`src/rtl/alu_divider.sv`:
```
// rtl/alu_divider.sv - iterative 32-bit restoring divider for the DIV/DIVU path
//
// Ports:
//   clk, rst        clock, synchronous active-high reset
//   start           request, sampled only while idle
//   Sign            1 = signed (DIV), 0 = unsigned (DIVU)
//   A, B            dividend, divisor (captured with start)
//   quo, rem        quotient (LO) and remainder (HI), held until next completion
//   busy            high while a division is in flight
//   done            one-cycle completion pulse
//   dz              divide-by-zero flag of the last completed op

module alu_divider #(
    parameter int WIDTH = 32
) (
    input  logic             clk,
    input  logic             rst,
    input  logic             start,
    input  logic             Sign,
    input  logic [WIDTH-1:0] A,
    input  logic [WIDTH-1:0] B,
    output logic [WIDTH-1:0] quo,
    output logic [WIDTH-1:0] rem,
    output logic             busy,
    output logic             done,
    output logic             dz
);

    localparam int CW = $clog2(WIDTH);

    typedef enum logic [1:0] {
        IDLE,
        CALC,
        FIX
    } state_t;

    state_t           state;
    state_t           state_nxt;

    logic [CW-1:0]    cnt;
    logic [WIDTH-1:0] pr;       // partial remainder
    logic [WIDTH-1:0] qd;       // dividend bits shift out the top, quotient bits shift in the bottom
    logic [WIDTH-1:0] bmag;
    logic             qneg;
    logic             rneg;

    logic [WIDTH-1:0] a_mag;
    logic [WIDTH-1:0] b_mag;
    logic [WIDTH:0]   shifted;
    logic [WIDTH:0]   trial;

    // Magnitude of the most negative value wraps to itself, which is still
    // correct when read as unsigned, so no extra datapath bit is needed.
    always_comb begin
        a_mag = (Sign && A[WIDTH-1]) ? (~A + 1'b1) : A;
        b_mag = (Sign && B[WIDTH-1]) ? (~B + 1'b1) : B;
    end

    // Partial remainder stays below |B|, so the 33-bit trial result always
    // lies in [-|B|, |B|-1] and its top bit is a valid sign.
    always_comb begin
        shifted = {pr, qd[WIDTH-1]};
        trial   = shifted - {1'b0, bmag};
    end

    assign busy = (state != IDLE);

    always_ff @(posedge clk) begin
        if (rst) begin
            state <= IDLE;
        end else begin
            state <= state_nxt;
        end
    end

    always_comb begin
        state_nxt = state;
        case (state)
            IDLE:    if (start && (B != '0)) state_nxt = CALC;
            CALC:    if (cnt == '0)          state_nxt = FIX;
            FIX:     state_nxt = IDLE;
            default: state_nxt = IDLE;
        endcase
    end

    always_ff @(posedge clk) begin
        if (rst) begin
            quo  <= '0;
            rem  <= '0;
            done <= 1'b0;
            dz   <= 1'b0;
            pr   <= '0;
            qd   <= '0;
            bmag <= '0;
            cnt  <= '0;
            qneg <= 1'b0;
            rneg <= 1'b0;
        end else begin
            done <= 1'b0;
            case (state)
                IDLE: begin
                    if (start) begin
                        if (B == '0) begin
                            // Divide-by-zero completes immediately without entering CALC.
                            quo  <= '1;
                            rem  <= A;
                            dz   <= 1'b1;
                            done <= 1'b1;
                        end else begin
                            qd   <= a_mag;
                            bmag <= b_mag;
                            pr   <= '0;
                            cnt  <= CW'(WIDTH - 1);
                            qneg <= Sign & (A[WIDTH-1] ^ B[WIDTH-1]);
                            rneg <= Sign & A[WIDTH-1];
                        end
                    end
                end
                CALC: begin
                    pr  <= trial[WIDTH] ? shifted[WIDTH-1:0] : trial[WIDTH-1:0];
                    qd  <= {qd[WIDTH-2:0], ~trial[WIDTH]};
                    cnt <= cnt - 1'b1;
                end
                FIX: begin
                    quo  <= qneg ? (~qd + 1'b1) : qd;
                    rem  <= rneg ? (~pr + 1'b1) : pr;
                    dz   <= 1'b0;
                    done <= 1'b1;
                end
                default: ;
            endcase
        end
    end

endmodule

```
`config.mk`:
```
export PLATFORM = sky130hd
export DESIGN_NAME = alu_divider
export DESIGN_NICKNAME = d
export VERILOG_FILES = /design/src/rtl/alu_divider.sv
export SDC_FILE = /design/constraint.sdc
export NUM_CORES = 1
export LEC_CHECK = 0
export ABC_AREA = 1
export CAP_MARGIN = 20
export CORE_MARGIN = 2
export CORE_UTILIZATION = 35
export CTS_BUF_LIST = sky130_fd_sc_hd__clkbuf_8
export DETAILED_ROUTE_END_ITERATION = 12
export HOLD_SLACK_MARGIN = 0.15
export PLACE_DENSITY = 0.61
export SKIP_LAST_GASP = 1
export SLEW_MARGIN = 25
export SYNTH_ARGS = -nofsm -noshare
export SYNTH_HDL_FRONTEND = slang
export SYNTH_SLANG_ARGS = --single-unit
```
`constraint.sdc`:
```
create_clock -name clk -period 6.5 [get_ports clk]
set_input_delay 1.3 -clock clk [delete_from_list [all_inputs] [get_ports clk]]
set_output_delay 1.3 -clock clk [all_outputs]
set_load 0.02 [all_outputs]
```
==> key figures <==
Outcome
  • Status: complete, no violations

Worst hold path
  • Tightest Hold Check Type: flop to flop
  • Cell depth of the worst hold path: 2

Detailed routing
  • Wirelength per Cell: roughly 17 um
  • Residual DRC: 0
  • Vias: 13800
  • Avg Vias per Cell: 5.263
  • Drt first-iter violations: approximately 1100
  • DRT Wirelength: 43.75 mm
  • Post-route ant nets: 0
  • Drt pass-1 iters: 6

Cells and area
  • Final non-filler cell area: 14610 um^2
  • Synthesis-to-layout area growth: 15.86%
  • Filler cells: just under 4000
  • Non-filler instance count after layout: roughly 2600
  • Util after Layout: 0.4109
  • Share of layout cells above drive strength 1: 0.04394
  • Antenna diode count: 0
  • Post-layout nets: 2257

Placed design
  • Dpl ws: approximately 1.9 ns
  • Detailed Place HPWL: 34.03 mm
  • IO Port Bufs: around 130
  • GP Congestion: 0.8916
  • Placed cells: 2592
  • Post-Place Cell Area: 14190 um^2

Die
  • Row cnt: ~70
  • Initial Util: 0.3546
  • I/O pins: 135
  • DIE WIDTH: 193.8 um
  • Core Area: around 36000 um^2
  • Die Y: 193.8 um
  • Die ar.: approximately 38000 um^2

Timing
  • Worst-Margin Slew: roughly 0.9 ns
  • Setup_tns: 0 ns
  • Crit share post-route: 0.6226
  • Tmin final: 4.047 ns
  • RSZ-0062 raised after global routing: false
  • Post-route clock skew: 0.01906 ns
  • Relative slew slack: 0.3810
  • Max Clock Freq: 247.1 MHz
  • Setup violations, final: 0
  • Setup ws final: about 2.5 ns
  • Final Max Slew Viols: 0
  • Final hold violations: 0

Clock tree
  • Clk sinks: 171
  • CTS tree: done
  • Skew-Pair Late Insertion Delay: roughly 0.50 ns
  • CTS root buffer: clkbuf_8
  • Post_cts resized: 0
  • Clock slew at reported path FFs: about 0.1 ns
  • Depth of the CTS H-tree: 4
  • Max Root-Sink Buffers: 2
  • Postcts setup bufs: 0
  • Hold_buf cts: 0
  • Num CTS Buffers: 17

Worst setup path
  • Worst Path Max Fanout: 52
  • Startpoint types: primary input
  • CP required: around 7 ns
  • Crit end category: flop
  • R2r worst-path depth: 17
  • WS Path Type: primary input to flop
  • Critical path arrival: 4.44 ns

Logic synthesis
  • Top cells by area, synth: dfxtp_1, nand2_1, nand3_1
  • Cell taking the most area after synthesis: dfxtp_1
  • Primary FF master, synth: dfxtp_1
  • Post-synth EDFFs: 0
  • Synthesized area: 12610 um^2
  • Most common cell in the netlist: nand2_1
  • Ys Warns: 0
  • Seq/Total Area, Yosys: 0.2714
  • Syn_nets: 2174
  • Synth unique cells: 50
  • Commonest cells post-synth: nand2_1, inv_1, nor2_1
  • Post-Syn Area per Cell: a little over 6 um^2
  • Post-synth top area share: 0.2714
  • Synth Register Bits: 171
  • Asr flop ratio synth: 0
  • Synth Instances: 2067

GRT
  • Remaining Overflow, GRT: 0
  • First-pass GRT wire length: ~70 mm
  • Largest net degree at the start of global routing: 59
  • Vias in the first global route: between 10000 and 15000
  • Initial antenna violation count: 0
  • Total track usage: 0.2286

Power
  • Worst vdd ir: 0.0001516 V
  • Leak pwr: 6.664 nW
  • P per Cell Area: approximately 200 nW/um^2

Job
  • Max capacitance violation total: 0
-- per-stage QoR --
step	total power [W]	hold slack, ns
4_1_cts	0.002947	0.4754
3_5_place_dp	0.002123	0.4580
2_1_floorplan	0.001835	0.4301
3_3_place_gp	0.002116	0.4490
5_1_grt	0.003127	0.4876
6_report	0.002947	0.4706
-- state kept, by name (all words and copies together) (netlist names) --
name	flops
bmag	32
cnt	5
done	1
dz	1
pr	32
qd	32
qneg	1
quo	32
rem	32
rneg	1
state	2
-- cells by family (layout without fill, tap and decap cells) --
| family | Yosys count | count (layout) | synth area share |
|---|---|---|---|
| flip-flops | 171 | 171 | 0.2714 |
| XOR/XNOR | 58 | 58 | 0.04027 |
| buffers and inverters | 346 | 441 | 0.1124 |
| adder cells (fa/ha/maj) | 39 | 39 | 0.03928 |
| AND/OR/NAND/NOR | 992 | 992 | 0.3418 |
| AO/OA/AOI/OAI | 461 | 461 | 0.1948 |
-- path summary, 6_finish.rpt --
| check | from | end | slack [ns] |
|---|---|---|---|
| hold reg to reg | rem[26] | rem[26] | 0.47 |
| setup / recovery | B[0] | bmag[19] | 2.45 |
| setup reg to reg | qd[31] | pr[31] | 3.43 |
| hold / removal | rem[26] | rem[26] | 0.47 |
-- critical path, stage by stage --
cell and delay [ns]:
clkdlybuf4s50_1 0.47, inv_1 0.06, ha_1 0.23, nand4_2 0.14
nor2_4 0.07, nand2_4 0.10, nor2_8 0.05, nand2_2 0.09
nand3_2 0.63, inv_2 0.90, o21ai_0 0.18, a21oi_1 0.16
nor2_1 0.05
-- power breakdown --
part | switching [W] | internal, W | total [W]
combinational | 0.000641 | 0.000311 | 0.000952
sequential | 0.0000532 | 0.00111 | 0.00116
clock | 0.000425 | 0.000408 | 0.000832
total | 0.00112 | 0.00183 | 0.00295
-- layout make-up --
cell class,count,area [um^2],share of cell area
Multi-Input combinational cell,1550,7782,0.5325
Sequential cell,171,3423,0.2342
Inverter,267,1007,0.06892
Clock inverter,11,145.1,0.009932
Timing Repair Buffer,143,1404,0.09606
Clock buffer,20,275.3,0.01884
Tap cell,461,576.8,0.03947
-- cell usage in the layout, fill, tap and decap left out, types with 10 or more instances in the layout --
master           instances
xor2_1                  37
dfxtp_1                171
ha_1                    38
o21ai_1                 35
clkdlybuf4s50_1        133
clkbuf_8                20
xnor2_1                 21
nor3_1                  35
o211ai_1                12
nand4_1                 16
inv_1                  261
nand3_1                201
o21ai_0                185
a31oi_1                 13
nor2_1                 200
nand2_1                483
a21oi_1                186
nand2_2                 10
-- routing by layer --
metal,GRT usage,part of all wire
met5,0,0
met4,0.05163,0.015
met1,0.3253,0.49
met3,0.03079,0.056
met2,0.3667,0.44
(Power assumes the default switching activity.)
